`src/rtl/mem_wb_stage.sv`:
```
// MEM stage with MEM/WB pipeline register: drives the data-memory req/ready port, stalls
// the front of the pipe while an access is outstanding, and aborts hung accesses.
module mem_wb_stage #(
   parameter int DATA_W  = 32,
   parameter int WR_W    = 32,
   parameter int TIMEOUT = 16
) (
   input  logic              Clock,
   input  logic              Reset,
   input  logic              MemWriteIn,
   input  logic              MemReadIn,
   input  logic              MemToRegIn,
   input  logic              RegWriteIn,
   input  logic [WR_W-1:0]   WriteRegisterIn,
   input  logic [DATA_W-1:0] ALUResultIn,
   input  logic [DATA_W-1:0] WriteDataIn,
   output logic              DMemReq,
   output logic              DMemWe,
   output logic [DATA_W-1:0] DMemAddr,
   output logic [DATA_W-1:0] DMemWData,
   input  logic              DMemReady,
   input  logic [DATA_W-1:0] DMemRData,
   output logic              StallOut,
   output logic              RegWriteOut,
   output logic              MemToRegOut,
   output logic [WR_W-1:0]   WriteRegisterOut,
   output logic [DATA_W-1:0] ALUResultOut,
   output logic [DATA_W-1:0] ReadDataOut,
   output logic              BusErrorOut,
   output logic              state_dbg
);

   localparam int CW = $clog2(TIMEOUT + 1);

   // Handshake: a transfer happens only on an edge with DMemReq=1 and DMemReady=1;
   // DMemReady is ignored while DMemReq=0; we/addr/wdata never change while DMemReq=1.
   typedef enum logic {IDLE = 1'b0, WAIT = 1'b1} state_t;

   state_t            state, state_nxt;
   logic [CW-1:0]     cnt;
   logic              mem_op, timed_out, latch_op;

   logic              hold_we, hold_rw, hold_m2r;
   logic [WR_W-1:0]   hold_wr;
   logic [DATA_W-1:0] hold_addr, hold_wdata, hold_alu;

   logic              nxt_rw, nxt_m2r;
   logic [WR_W-1:0]   nxt_wr;
   logic [DATA_W-1:0] nxt_alu, nxt_rd;

   assign mem_op    = MemReadIn | MemWriteIn;
   assign state_dbg = state;

   always_comb begin
      state_nxt = state;
      DMemReq   = 1'b0;
      DMemWe    = 1'b0;
      DMemAddr  = '0;
      DMemWData = '0;
      StallOut  = 1'b0;
      timed_out = 1'b0;
      latch_op  = 1'b0;
      nxt_rw    = 1'b0;
      nxt_m2r   = 1'b0;
      nxt_wr    = '0;
      nxt_alu   = '0;
      nxt_rd    = '0;
      case (state)
         IDLE: begin
            if (mem_op) begin
               DMemReq   = 1'b1;
               DMemWe    = MemWriteIn;
               DMemAddr  = ALUResultIn;
               DMemWData = WriteDataIn;
               StallOut  = !DMemReady;
            end
            if (!mem_op || DMemReady) begin
               nxt_rw  = RegWriteIn;
               nxt_m2r = MemToRegIn;
               nxt_wr  = WriteRegisterIn;
               nxt_alu = ALUResultIn;
               // a simultaneous read+write is a write, so no load data
               nxt_rd  = (mem_op && !MemWriteIn) ? DMemRData : '0;
            end else begin
               latch_op  = 1'b1;
               state_nxt = WAIT;
            end
         end
         WAIT: begin
            DMemReq   = 1'b1;
            DMemWe    = hold_we;
            DMemAddr  = hold_addr;
            DMemWData = hold_wdata;
            timed_out = !DMemReady && (cnt == CW'(TIMEOUT));
            // released on the abort cycle too, so the faulting instruction is dropped
            StallOut  = !DMemReady && !timed_out;
            if (DMemReady) begin
               nxt_rw    = hold_rw;
               nxt_m2r   = hold_m2r;
               nxt_wr    = hold_wr;
               nxt_alu   = hold_alu;
               nxt_rd    = hold_we ? '0 : DMemRData;
               state_nxt = IDLE;
            end else if (timed_out) begin
               state_nxt = IDLE;
            end
         end
         default: state_nxt = IDLE;
      endcase
      if (Reset) begin
         DMemReq   = 1'b0;
         StallOut  = 1'b0;
         state_nxt = IDLE;
      end
   end

   always_ff @(posedge Clock) begin
      if (Reset) begin
         state            <= IDLE;
         cnt              <= '0;
         hold_we          <= 1'b0;
         hold_rw          <= 1'b0;
         hold_m2r         <= 1'b0;
         hold_wr          <= '0;
         hold_addr        <= '0;
         hold_wdata       <= '0;
         hold_alu         <= '0;
         RegWriteOut      <= 1'b0;
         MemToRegOut      <= 1'b0;
         WriteRegisterOut <= '0;
         ALUResultOut     <= '0;
         ReadDataOut      <= '0;
         BusErrorOut      <= 1'b0;
      end else begin
         state            <= state_nxt;
         RegWriteOut      <= nxt_rw;
         MemToRegOut      <= nxt_m2r;
         WriteRegisterOut <= nxt_wr;
         ALUResultOut     <= nxt_alu;
         ReadDataOut      <= nxt_rd;
         if (latch_op) begin
            hold_we    <= MemWriteIn;
            hold_rw    <= RegWriteIn;
            hold_m2r   <= MemToRegIn;
            hold_wr    <= WriteRegisterIn;
            hold_addr  <= ALUResultIn;
            hold_wdata <= WriteDataIn;
            hold_alu   <= ALUResultIn;
            cnt        <= CW'(1);
         end else if (state == WAIT) begin
            if (DMemReady || timed_out) cnt <= '0;
            else                        cnt <= cnt + CW'(1);
         end
         if (timed_out) BusErrorOut <= 1'b1;
      end
   end

endmodule

```
`config.mk`:
```
export PLATFORM = sky130hd
export DESIGN_NAME = mem_wb_stage
export DESIGN_NICKNAME = d
export VERILOG_FILES = /design/src/rtl/mem_wb_stage.sv
export SDC_FILE = /design/constraint.sdc
export NUM_CORES = 1
export LEC_CHECK = 0
export CAP_MARGIN = 40
export CORE_UTILIZATION = 48
export DETAILED_ROUTE_END_ITERATION = 10
export GPL_TIMING_DRIVEN = 0
export PLACE_DENSITY = 0.86
export SYNTH_ARGS = -nofsm -noshare
export SYNTH_HDL_FRONTEND = slang
export SYNTH_SLANG_ARGS = --single-unit
```
`constraint.sdc`:
```
create_clock -name Clock -period 3.5 [get_ports Clock]
set_input_delay 0.525 -clock Clock [delete_from_list [all_inputs] [get_ports Clock]]
set_output_delay 0.525 -clock Clock [all_outputs]
set_load 0.005 [all_outputs]
```
==> reports/results.txt <==
Worst Setup Start Kind: register
Number of register bits inferred by synthesis: 204
Post-synth top area share: 0.498
Number of distinct library cells after synthesis: 34
Hold buffer count at cts: 0
CTS H-Tree Depth: 1
Internal: 0.00461 W
RSZ-0062 raised after global routing: false
Final layout net count: 1499
Min Hold Slack: 0.451 ns
Global-route usage over all layers: 0.315
Time the final worst path needs with I/O delays and setup: 3.35 ns
Cts bufs inserted: 22
Primary FF master, synth: dfxtp_1
Critical path cell sequence: buf_2 > buf_2 > buf_2 > nand2_1 > o21ai_0 > clkdlybuf4s50_1
Syn Area/Cell: 7.89 um^2
Synthesized netlist cell count: 1039
Number of core rows: 47
DR WL met3: 2.39 mm
FILL cells: 1256
Number of setup violations in the final report: 0
Top post-synthesis cells by count: 204 x dfxtp_1, 181 x nand2_1, 154 x a21oi_1, 145 x nand3_1, 104 x o21ai_0
Measured slew at the worst slew-check pin: 0.689 ns
P_sw: 0.00148 W
Total wire length: 28.4 mm
Share of power burned in registers: 0.411
Instance area at placement: 11500 um^2
Worst-path fanout max: 10
Setup slack, reg-to-reg: 1.67 ns
Die Outline Area: 17600 um^2
Total nets after synthesis: 1176
Data arrival, critical path: 2.83 ns
Area Growth Syn to Fin: 50.1%
Worst Slack Setup Final: 0.146 ns
Initial core utilization: 0.493
Wirelength per Cell: 17.8 um
Setup fix buffers added after clock tree synthesis: 0
Source of the worst register-to-register timing path: state_dbg$_SDFF_PP0_
Final setup skew: 0.00714 ns
Final cycle utilization of the critical path: 0.958
Post-Synth Simple-Gate Area: 0.214
Wire length on met2: 13.5 mm
Antenna-violating nets left: 0
Peak Freq: 0.298 GHz
Min-Delay Path Class: register to register
Required time of the critical path: 2.97 ns
Share of total power consumed by net switching: 0.242
Highest routed layer: met4
Root cell of the clock tree: clkbuf_16
Floorplan die height: 133 um
Global-route congestion overflow total: 0
Antenna violations before repair: 0
Cell area after layout: 12300 um^2
Maximum number of pins on one net before global-route repair: 15
Via count of the first global-routing pass: 8532
CTS tree: built
Most numerous cell in the Yosys netlist: dfxtp_1
Slew headroom: 0.541
Share of cell area taken by muxes after synthesis: 0.00137
Setup tns final: 0 ns
Worst reg2reg endpoint: hold_wr[3]$_SDFFE_PP0P_
Maximum vdd ir drop: 0.000297 V
First-pass iteration count of the detailed router: 5
Post-synth EDFFs: 0
Combinational family with the most area after synthesis: compound AO/OA/AOI/OAI gates
Source-to-sink clock delay at the later pin of the worst-skew pair: 0.49 ns
Number of sinks on the clock net: 204
Clock network power share: 0.430
Post-Synth XOR/XNOR Area: 0
Number of pins with negative max-slew slack in the final report: 0
Slowest stage cell, crit path: clkdlybuf4s50_1
Part of the Yosys area used for sequential elements: 0.498
Path type of the worst setup path: register to output pin
Clock tree buffer depth: 3
Ant diodes: 0
Via count: 9014
Ratio of total power to cell area: 494 nW/um^2
Final weighted congestion of routability-driven global placement: 0.913
Share of flip-flops with an asynchronous set or reset after synthesis: 0
Result of the run: complete, no violations
Core Area: 16600 um^2
Number of gates resized after CTS: 0
Detailed router's first-iteration violation count: 778
CTS clk-pin slew, worst paths: 0.06 ns
Top-level port count: 302
Port-buffer cells: 300
Worst setup path end: DMemAddr[3]
Sum of routed wire segments on met1: 11.2 mm
Detailed-placement wirelength estimate: 19.9 mm
Share of layout cells above drive strength 1: 0.0711
Adder and majority gate portion of the synthesized area: 0.00305
Depth of the worst register-to-register path: 6
Timing startpoint of the critical path: state_dbg$_SDFF_PP0_
Mean number of vias per cell: 5.64
Final number of hold-violating endpoints: 0
Remaining DRCs: 0
Maximum single-stage delay on the critical path: 0.56 ns
Power share of the combinational group: 0.159
Dominant cells by area after synthesis: dfxtp_1 50%, a21oi_1 9.4%, nand3_1 8.9%
Area fraction in compound gates after synthesis: 0.220
Wire length of the first global-routing pass: 44.5 mm
Biggest area consumer among synthesized cells: dfxtp_1
Post-synthesis cell area: 8200 um^2
Synth warnings: 0
# Max-Cap Violations: 0
Die span in x: 133 um
Leakage power total: 4.57 nW
Pre-CTS WS: 0.152 ns
Crit. End Element: output pin
Most used cell along the critical path: buf_2
==> power by group through the flow <==
| stage | clock network, W | logic [W] | registers (W) |
|---|---|---|---|
| finish | 0.00262 | 0.000968 | 0.00250 |
| global route | 0.00273 | 0.00104 | 0.00251 |
| CTS | 0.00263 | 0.000960 | 0.00250 |
| detailed placement | 0 | 0.000949 | 0.00255 |
| global placement | 0 | 0.000937 | 0.00254 |
| floorplan | 0 | 0.000394 | 0.00254 |
==> through the flow <==
stage,power [W],utilization,cells
6_report,0.00608,0.739,1598
5_1_grt,0.00628,0.739,1598
4_1_cts,0.00609,0.740,1599
3_5_place_dp,0.00350,0.690,1559
3_3_place_gp,0.00348,0.690,1559
2_1_floorplan,0.00294,-,1039
==> worst max-delay path, delay by kind of cell, from the launching register on <==
family          cells  cell delay (ns)
buf+inv             4             1.58
compound gates      1             0.14
simple gates        1             0.07
flops               1             0.54
==> placed cells by master, fill, tap and decap left out, types with 2 or more instances in the layout <==
| cell | synthesis | layout |
|---|---|---|
| buf_2 | 46 | 46 |
| and2_1 | 33 | 33 |
| o21ai_1 | 61 | 61 |
| o21ai_0 | 104 | 104 |
| a21oi_1 | 154 | 154 |
| inv_1 | 4 | 4 |
| clkinv_2 | 0 | 4 |
| a22o_1 | 16 | 16 |
| and2b_1 | 2 | 2 |
| buf_4 | 3 | 3 |
| nand2_1 | 181 | 181 |
| clkdlybuf4s50_1 | 0 | 300 |
| buf_6 | 5 | 5 |
| dfxtp_1 | 204 | 204 |
| nor2_1 | 4 | 4 |
| clkinvlp_4 | 0 | 2 |
| buf_1 | 4 | 4 |
| nand2b_1 | 4 | 4 |
| or2_1 | 2 | 2 |
| a31oi_1 | 2 | 2 |
| clkbuf_8 | 0 | 5 |
| clkbuf_1 | 47 | 47 |
| clkbuf_16 | 0 | 23 |
| nand3_1 | 145 | 145 |
| ha_1 | 2 | 2 |
| or4_1 | 2 | 2 |
| bufinv_16 | 0 | 5 |
| a21o_1 | 2 | 2 |
==> routing by layer <==
layer	GRT usage	vias up
met5	0	-
met4	0.152	0
met3	0.0625	99
met2	0.537	516
met1	0.379	4184
li1	-	4215
==> cell type report <==
type / count / area, um^2 / share of cell area
timing repair buffer: 300 / 3000 / 0.244
tap: 220 / 275 / 0.0224
buffer: 104 / 497 / 0.0404
sequential: 204 / 4080 / 0.332
multi-input combinational: 725 / 3590 / 0.292
clock inverter: 11 / 185 / 0.0150
clock buffer: 29 / 648 / 0.0527
inverter: 5 / 18.8 / 0.00153
==> sequential cells by signal, indices dropped and copies added, names as in the netlist, 5 cells and up <==
signal            count
ALUResultOut         32
ReadDataOut          32
WriteRegisterOut     32
hold_alu             32
hold_wdata           32
hold_wr              32
cnt                   5
==> kinds of logic after synthesis <==
kind of cell	after synthesis
fa+ha+maj	2
buf+inv	110
mux	1
compound gates	343
flops	204
simple gates	379
==> worst min-delay path by stage <==
stage          depth (start not counted)                         endpoint                      from  slack, ns
3_5_place_dp                           2   WriteRegisterOut[9]$_SDFF_PP0_   hold_wr[9]$_SDFFE_PP0P_       0.44
2_1_floorplan                          2           MemToRegOut$_SDFF_PP0_     hold_m2r$_SDFFE_PP0P_       0.43
3_3_place_gp                           2  WriteRegisterOut[31]$_SDFF_PP0_  hold_wr[31]$_SDFFE_PP0P_       0.44
5_1_grt                                2   WriteRegisterOut[9]$_SDFF_PP0_   hold_wr[9]$_SDFFE_PP0P_       0.47
4_1_cts                                2   WriteRegisterOut[9]$_SDFF_PP0_   hold_wr[9]$_SDFFE_PP0P_       0.45
6_report                               2   WriteRegisterOut[9]$_SDFF_PP0_   hold_wr[9]$_SDFFE_PP0P_       0.45
Note: power is estimated with default switching activity, not from simulation.
